## src/rtl/ysyx_040750_mem_arbiter_pkg.sv

```systemverilog
// ----------------------------------------------------------------------------
// ysyx_040750_mem_arbiter_pkg
// Shared types and constants for the core memory-port arbiter.
//   - arb_state_e : arbiter FSM state encoding
//   - *_DEF       : default widths / streak limit used as module parameter defaults
//   - STREAK_W    : width of the LSU streak counter (holds up to 15)
// ----------------------------------------------------------------------------
package ysyx_040750_mem_arbiter_pkg;

   localparam int unsigned ADDR_W_DEF        = 32;
   localparam int unsigned DATA_W_DEF        = 64;
   localparam int unsigned MAX_LS_STREAK_DEF = 4;
   localparam int unsigned STREAK_W          = 4;

   typedef enum logic [2:0] {
      IDLE    = 3'd0,
      IF_REQ  = 3'd1,
      IF_WAIT = 3'd2,
      LS_REQ  = 3'd3,
      LS_WAIT = 3'd4
   } arb_state_e;

endpackage

```

## src/rtl/ysyx_040750_arb_prio.sv

```systemverilog
// ----------------------------------------------------------------------------
// ysyx_040750_arb_prio
// Grant selection between fetch and LSU plus the anti-starvation streak count.
// Ports:
//   I_sys_clk, I_rst      : clock, synchronous active-high reset
//   i_arb_en              : arbitration slot (arbiter idle, not in reset)
//   i_if_valid/i_ls_valid : pending requests
//   o_grant_if/o_grant_ls : one-hot grant, only while i_arb_en
// ----------------------------------------------------------------------------
module ysyx_040750_arb_prio
   import ysyx_040750_mem_arbiter_pkg::*;
#(
   parameter int unsigned MAX_LS_STREAK = MAX_LS_STREAK_DEF
) (
   input  logic I_sys_clk,
   input  logic I_rst,
   input  logic i_arb_en,
   input  logic i_if_valid,
   input  logic i_ls_valid,
   output logic o_grant_if,
   output logic o_grant_ls
);

   localparam logic [STREAK_W-1:0] MaxStreak = STREAK_W'(MAX_LS_STREAK);

   logic [STREAK_W-1:0] r_streak;
   logic [STREAK_W-1:0] w_streak_d;

   always_comb begin
      // LSU wins unless fetch is waiting and LSU has used up its streak.
      o_grant_ls = i_arb_en && i_ls_valid && (!i_if_valid || (r_streak < MaxStreak));
      o_grant_if = i_arb_en && i_if_valid && !o_grant_ls;
      w_streak_d = r_streak;
      if (o_grant_ls) begin
         // Only grants that actually made fetch wait count towards the streak.
         if (!i_if_valid) begin
            w_streak_d = '0;
         end else if (r_streak != '1) begin
            w_streak_d = r_streak + STREAK_W'(1);
         end
      end else if (o_grant_if) begin
         w_streak_d = '0;
      end
   end

   always_ff @(posedge I_sys_clk) begin
      if (I_rst) begin
         r_streak <= '0;
      end else begin
         r_streak <= w_streak_d;
      end
   end

endmodule

```

## src/rtl/ysyx_040750_mem_arbiter.sv

```systemverilog
// ----------------------------------------------------------------------------
// ysyx_040750_mem_arbiter
// Shares the single core memory port between instruction fetch (IF) and the
// load/store unit (LS). One transaction outstanding at a time.
// Ports:
//   I_sys_clk, I_rst            : clock, synchronous active-high reset
//   I_if_* / O_if_*             : fetch request (valid/ready) and response pulse
//   I_if_flush                  : drop the in-flight fetch response
//   I_ls_* / O_ls_*             : LSU request (valid/ready) and response pulse
//   O_mem_* / I_mem_*           : memory request (valid/ready) and response
// ----------------------------------------------------------------------------
module ysyx_040750_mem_arbiter
   import ysyx_040750_mem_arbiter_pkg::*;
#(
   parameter int unsigned ADDR_W        = ADDR_W_DEF,
   parameter int unsigned DATA_W        = DATA_W_DEF,
   parameter int unsigned MAX_LS_STREAK = MAX_LS_STREAK_DEF
) (
   input  logic                  I_sys_clk,
   input  logic                  I_rst,
   input  logic                  I_if_req_valid,
   input  logic [ADDR_W-1:0]     I_if_addr,
   output logic                  O_if_req_ready,
   output logic                  O_if_resp_valid,
   output logic [DATA_W-1:0]     O_if_rdata,
   input  logic                  I_if_flush,
   input  logic                  I_ls_req_valid,
   input  logic                  I_ls_wen,
   input  logic [ADDR_W-1:0]     I_ls_addr,
   input  logic [DATA_W-1:0]     I_ls_wdata,
   input  logic [DATA_W/8-1:0]   I_ls_wmask,
   output logic                  O_ls_req_ready,
   output logic                  O_ls_resp_valid,
   output logic [DATA_W-1:0]     O_ls_rdata,
   output logic                  O_mem_req_valid,
   output logic                  O_mem_wen,
   output logic [ADDR_W-1:0]     O_mem_addr,
   output logic [DATA_W-1:0]     O_mem_wdata,
   output logic [DATA_W/8-1:0]   O_mem_wmask,
   input  logic                  I_mem_req_ready,
   input  logic                  I_mem_resp_valid,
   input  logic [DATA_W-1:0]     I_mem_rdata
);

   arb_state_e r_state;
   arb_state_e w_state_d;
   logic       r_drop;
   logic       w_drop_d;
   logic       w_arb_en;
   logic       w_grant_if;
   logic       w_grant_ls;
   logic       w_if_deliver;

   assign w_arb_en = (r_state == IDLE) && !I_rst;

   ysyx_040750_arb_prio #(
      .MAX_LS_STREAK (MAX_LS_STREAK)
   ) u_arb_prio (
      .I_sys_clk  (I_sys_clk),
      .I_rst      (I_rst),
      .i_arb_en   (w_arb_en),
      .i_if_valid (I_if_req_valid),
      .i_ls_valid (I_ls_req_valid),
      .o_grant_if (w_grant_if),
      .o_grant_ls (w_grant_ls)
   );

   always_ff @(posedge I_sys_clk) begin
      if (I_rst) begin
         r_state <= IDLE;
         r_drop  <= 1'b0;
      end else begin
         r_state <= w_state_d;
         r_drop  <= w_drop_d;
      end
   end

   always_comb begin
      w_state_d       = r_state;
      w_drop_d        = r_drop;
      w_if_deliver    = 1'b0;
      O_if_req_ready  = 1'b0;
      O_if_resp_valid = 1'b0;
      O_if_rdata      = '0;
      O_ls_req_ready  = 1'b0;
      O_ls_resp_valid = 1'b0;
      O_ls_rdata      = '0;
      O_mem_req_valid = 1'b0;
      O_mem_wen       = 1'b0;
      O_mem_addr      = '0;
      O_mem_wdata     = '0;
      O_mem_wmask     = '0;
      // Outputs are held quiet during reset so a mid-transaction reset never
      // leaks a response pulse.
      if (!I_rst) begin
         unique case (r_state)
            IDLE: begin
               w_drop_d = 1'b0;
               if (w_grant_ls) begin
                  w_state_d = LS_REQ;
               end else if (w_grant_if) begin
                  w_state_d = IF_REQ;
               end
            end
            IF_REQ: begin
               O_mem_req_valid = 1'b1;
               O_mem_addr      = I_if_addr;
               O_if_req_ready  = I_mem_req_ready;
               if (I_if_flush) begin
                  w_drop_d = 1'b1;
               end
               if (I_mem_req_ready) begin
                  w_state_d = IF_WAIT;
               end
            end
            IF_WAIT: begin
               if (I_if_flush) begin
                  w_drop_d = 1'b1;
               end
               if (I_mem_resp_valid) begin
                  // A flush in the response cycle itself also kills the pulse.
                  w_if_deliver    = !(r_drop || I_if_flush);
                  O_if_resp_valid = w_if_deliver;
                  O_if_rdata      = w_if_deliver ? I_mem_rdata : '0;
                  w_state_d       = IDLE;
                  w_drop_d        = 1'b0;
               end
            end
            LS_REQ: begin
               O_mem_req_valid = 1'b1;
               O_mem_wen       = I_ls_wen;
               O_mem_addr      = I_ls_addr;
               O_mem_wdata     = I_ls_wdata;
               O_mem_wmask     = I_ls_wmask;
               O_ls_req_ready  = I_mem_req_ready;
               if (I_mem_req_ready) begin
                  w_state_d = LS_WAIT;
               end
            end
            LS_WAIT: begin
               if (I_mem_resp_valid) begin
                  O_ls_resp_valid = 1'b1;
                  O_ls_rdata      = I_mem_rdata;
                  w_state_d       = IDLE;
               end
            end
            default: begin
               w_state_d = IDLE;
            end
         endcase
      end
   end

endmodule

```

## config.mk

```make
export PLATFORM = sky130hd
export DESIGN_NAME = ysyx_040750_mem_arbiter
export DESIGN_NICKNAME = d
export VERILOG_FILES = /design/src/rtl/ysyx_040750_mem_arbiter_pkg.sv /design/src/rtl/ysyx_040750_arb_prio.sv /design/src/rtl/ysyx_040750_mem_arbiter.sv
export SDC_FILE = /design/constraint.sdc
export NUM_CORES = 1
export LEC_CHECK = 0
export ABC_AREA = 1
export CORE_AREA = 2 2 172 174
export CTS_CLUSTER_DIAMETER = 100
export DETAILED_ROUTE_END_ITERATION = 16
export DIE_AREA = 0 0 174 176
export HOLD_SLACK_MARGIN = 0.02
export MAX_ROUTING_LAYER = met4
export PLACE_DENSITY = 0.43
export SYNTH_ARGS = -nofsm -noshare
export SYNTH_HDL_FRONTEND = slang
export SYNTH_HIERARCHICAL = 1
export SYNTH_SLANG_ARGS = --single-unit
```

## constraint.sdc

```tcl
create_clock -name I_sys_clk -period 4.3 [get_ports I_sys_clk]
set_input_delay 0.645 -clock I_sys_clk [delete_from_list [all_inputs] [get_ports I_sys_clk]]
set_output_delay 0.645 -clock I_sys_clk [all_outputs]
set_load 0.02 [all_outputs]
```

Yosys cells after proc, flatten, opt, wreduce, memory -nomap -nowiden:

Index checks and enable logic that the tools add are counted.
W data, S select, Z words.

* register bits: 8

* add/subtract/negate cells: 1
* magnitude comparators: 1
* eq/ne operators: 10
* muxes and demuxes: 40
* reduce and logical (&&, ||, !) cells: 18

Operators with widths (count)
* $mux W64: 9
* $pmux W32 S2: 1
* $mux W32: 1
* $mux W1: 16
* $mux W4: 4
* $mux W8: 2
* $mux W3: 5
* $pmux W3 S4: 1
* $eq A3 B2 Y1 const B: 2
* $logic_and A1 B1 Y1: 5
* $add A4 B1 Y4 const B: 1
* $logic_not A1 Y1: 4
* $lt A4 B3 Y1 const B: 1
* $ne A2 B2 Y1 const B: 2
* $ne A4 B4 Y1 const B: 1
* $reduce_and A4 Y1: 1
* $reduce_or A2 Y1: 2
* $eq A3 B1 Y1 const B: 1
* $eq A3 B3 Y1 const B: 1
* $logic_not A3 Y1: 1
* $ne A3 B1 Y1 const B: 1
* $ne A3 B3 Y1 const B: 1
* $pmux W1 S3: 1
* $reduce_bool A3 Y1: 1
* 4 further kinds: 5

Depth between registers and ports, before layout:

Gate-level depths: netlist of run 1.

* depth after elaboration: 9
* gate-level depth with buffers: 13
* mapped depth without buffers: 12

Modules after synthesis:

Netlist of run 1, hierarchy kept.

Modules (own cells, without submodules)
* ysyx_040750_mem_arbiter: instances 1, cells an instance 519, area an instance 2423.6 um^2, seq. area each 80.1 um^2
* ysyx_040750_arb_prio: instances 1, cells an instance 35, area an instance 220.2 um^2, seq. area each 80.1 um^2

Worst setup path after synthesis of run 1:

No wires, ideal clock.

* path type: input -> output
* start point: input port I_mem_resp_valid
* end point: output port O_ls_rdata[53]
* arrival time: 1617 ps
* required time: 3655 ps
* path slack: 2038 ps
* stages on the path: 5
* buffers on the path: 1
* cells stage by stage: inv_1 > nor3_4 > inv_2 > buf_6 > nor2_1

* cells in the longest elaborated chain, start to end: 3

RTL lines
* start, declared: line ysyx_040750_mem_arbiter.sv:41 `input logic I_mem_resp_valid,`
* $mux W64: line ysyx_040750_mem_arbiter.sv:141 `if (I_mem_resp_valid) begin`
* $mux W64: line ysyx_040750_mem_arbiter.sv:96 `unique case (r_state)`
* $mux W64: line ysyx_040750_mem_arbiter.sv:95 `if (!I_rst) begin`
* end, declared: line ysyx_040750_mem_arbiter.sv:34 `output logic [DATA_W-1:0] O_ls_rdata,`

No other way between the ends.

Worst setup path after layout of run 1:

* start point: input port I_rst
* end point: output port O_ls_rdata[43]

* cells in the longest elaborated chain, start to end: 1

RTL lines
* start, declared: line ysyx_040750_mem_arbiter.sv:20 `input logic I_rst,`
* $mux W64: line ysyx_040750_mem_arbiter.sv:95

No other way between the ends.

==> flow_summary.ini, run 1 <==
[final_layout]
area_growth_pct = 185
utilization = 0.264
seqCellArea_um2 = 160
layout-drive-gt1-share = 0.0810
final_common_cell = clkdlybuf4s50_1
diodes = 0
final_nets = 1199
multi_input_area_um2 = 1520
final_cell_mix = 443 x clkdlybuf4s50_1, 183 x inv_1, 172 x nor2_1
fillCellCount = 3244
fin_cells = 1372

[routing]
wirelength_um = 19500
vias_per_cell = 3.39
wl_met2_um = 9920
drt_iter0_markers = 113
detail_route.wl_per_cell_um = 14.2
drc_errors = 0
highest_layer = met4
final_antenna_net_count = 0
via_count = 4655
dr.pass1.iters = 4
wl_met3_um = 1630
wl_met1_um = 7840

[global_routing]
first_global_vias = 4728
globalRoute.totalOverflow = 0
grt_max_degree = 39
grt_pass1_wl_um = 28300
grt_usage = 0.122
antenna_found_initial = 0

[place]
gp_congestion = 0.788
placedCellCount = 1369
dp_hpwl_um = 16900
port_buffers = 445

[clocking]
htreeDepth = 1
clkSlewWorstSetupHoldPaths_ns = 0.04
clock-root-buffer = clkbuf_16
cts.sinks = 8
numCtsBuffers = 3
clockBufferDepth = 2
cts_resized = 0
cts_tree = yes
clock_latency_ns = 0.23
cts_setup_buffers = 0
hold_buffers = 0

[critical_path]
worstPathCellList = clkdlybuf4s50_1, buf_4, nor3_4, inv_2, buf_4, nor2_1, clkdlybuf4s50_1
timing.rr.start = r_state[1]
worst-r2r-cell-count = 10
crit_buf_inv = 5
r2r_end = r_state[0]
cp_top_family = buffers and inverters
slowest_stage = clkdlybuf4s50_1
ff2ff_setup_slack_ns = 2.36
crit_type = in -> out
required_ns = 3.65
end_kind = output pin
cp.arrival_ns = 3.07
start_kind = input pin
cpPeakStageDelay_ns = 0.56
cp_max_fo = 38

[power_and_ir_drop]
p_leak_nw = 3.50
ir_drop_mv = 0.0786
p_per_area_nw_per_um2 = 145
design_power_total_mw = 1.09

[synth]
synth_seq_cells = 8
syn-mean-instance-area_um2 = 4.77
synth_top_area_frac = 0.260
yosysWarnings = 6
ys.flop_type = dfxtp_1
syn_area_um2 = 2640
netlist_instances = 554
yosysUniqueCellTypes = 28
synthArstFlopShare = 0
synth_area_leader_cell = inv_1
synth_nets = 763
synth_edf_count = 0
yosysSeqAreaShare = 0.0606
synth_top_cells_by_area = inv_1 26%, nor2_1 24%, nor2_2 9.9%

[floorplan]
num_rows = 62
io_pins = 446
die_h_um = 176
die_w_um = 174
start_util = 0.0926
die_area_um2 = 30600
core-area_um2 = 28500

[timing]
final.setup.tns_ns = 0
period_minus_slack_ns = 3.71
fin_crit_sh = 0.863
finalMaxSlewViolations = 0
fmax_ghz = 0.269
setup_viol = 0
rsz0062_at_grt = false
hold_viol = 0
fin_worst_skew_ns = 0.00328
slew_headroom = 0.454
tightestPinTransition_ns = 0.817

[worst_hold_path]
hp-start = u_arb_prio/r_streak[3]
hold_class = reg -> reg
min_path_cells = 2
worstHoldEndpoint = u_arb_prio/r_streak[3]

[flow_run]
max_cap_viol_count = 0

[status]
status = completed
==> kinds of logic (layout without fill, tap and decap cells) <==
group | after synthesis | after routing | synth area share
compound gates | 41 | 41 | 0.0947
fa+ha+maj | 1 | 1 | 0.00473
buf+inv | 221 | 655 | 0.364
flops | 8 | 8 | 0.0606
simple gates | 283 | 283 | 0.476
==> flip-flops by register name, indices dropped and copies added (netlist names) <==
signal / count
r_drop: 1
u_arb_prio/r_streak: 4
r_state: 3
==> how the worst max path moves through the flow <==
stage / from / endpoint / slack, ns / cells after the start
6_report: I_rst / O_ls_rdata[43] / 0.59 / 7
5_1_grt: I_rst / O_ls_rdata[43] / 0.43 / 7
4_1_cts: I_if_flush / O_if_rdata[4] / 0.51 / 6
3_5_place_dp: I_rst / O_ls_rdata[43] / 0.56 / 7
3_3_place_gp: I_if_flush / O_if_rdata[10] / 0.57 / 6
2_1_floorplan: I_mem_resp_valid / O_ls_rdata[53] / 2.04 / 5
==> layout make-up <==
cell class / instances / area share
timing repair buffer: 463 / 0.609
multi-input combinational: 325 / 0.202
inverter: 189 / 0.0942
tap: 384 / 0.0638
sequential: 8 / 0.0213
clock buffer: 3 / 0.00997
==> stage by stage <==
stage | cell area (um^2) | setup slack (ns) | hold slack (ns)
after floorplan | 2640 | 2.04 | 0.442
after global placement | 7460 | 0.570 | 0.463
after detailed placement | 7460 | 0.557 | 0.471
after CTS | 7530 | 0.514 | 0.478
after global routing | 7530 | 0.431 | 0.504
final | 7530 | 0.589 | 0.476
==> where the power goes <==
part           internal, mW  switching, mW
Clock                 0.120         0.0389
Sequential           0.0869         0.0268
Combinational         0.403          0.417
==> Yosys cell counts, types with 4 or more instances <==
cell / count
nand3_1: 6
nor2_2: 42
buf_2: 10
inv_1: 183
dfxtp_1: 8
nand2_1: 47
a21oi_1: 4
buf_4: 6
o22ai_1: 32
nor2_1: 172
inv_2: 6
buf_6: 13
==> metal layers <==
metal  global-route usage  vias to the layer above
met1                0.139                     1964
met5                    -                        -
met3               0.0250                        7
li1                     -                     2410
met4               0.0105                        0
met2                0.229                      274
==> worst reg2reg max path, cell delays in order (launching register included) <==
cell	delay [ns]
dfxtp_1	0.40
nor4_1	0.53
nand2_1	0.10
inv_1	0.12
nand2_1	0.08
nand3_1	0.08
inv_1	0.04
nor2_1	0.08
nand2_1	0.13
a31oi_1	0.21
nor2_1	0.05
Power figures use the tool's default switching activity.
==> run 2, diff against run 1 <==
Settings changed: GPL_ROUTABILITY_DRIVEN set to 0.
==> results of run 2 <==
Same layout as run 1: the final DEF is identical, and so are final timing and power.
==> run 3, diff against run 2 <==
Settings changed: TNS_END_PERCENT set to 10.
==> results of run 3 <==
Same layout as run 1: the final DEF is identical, and so are final timing and power.
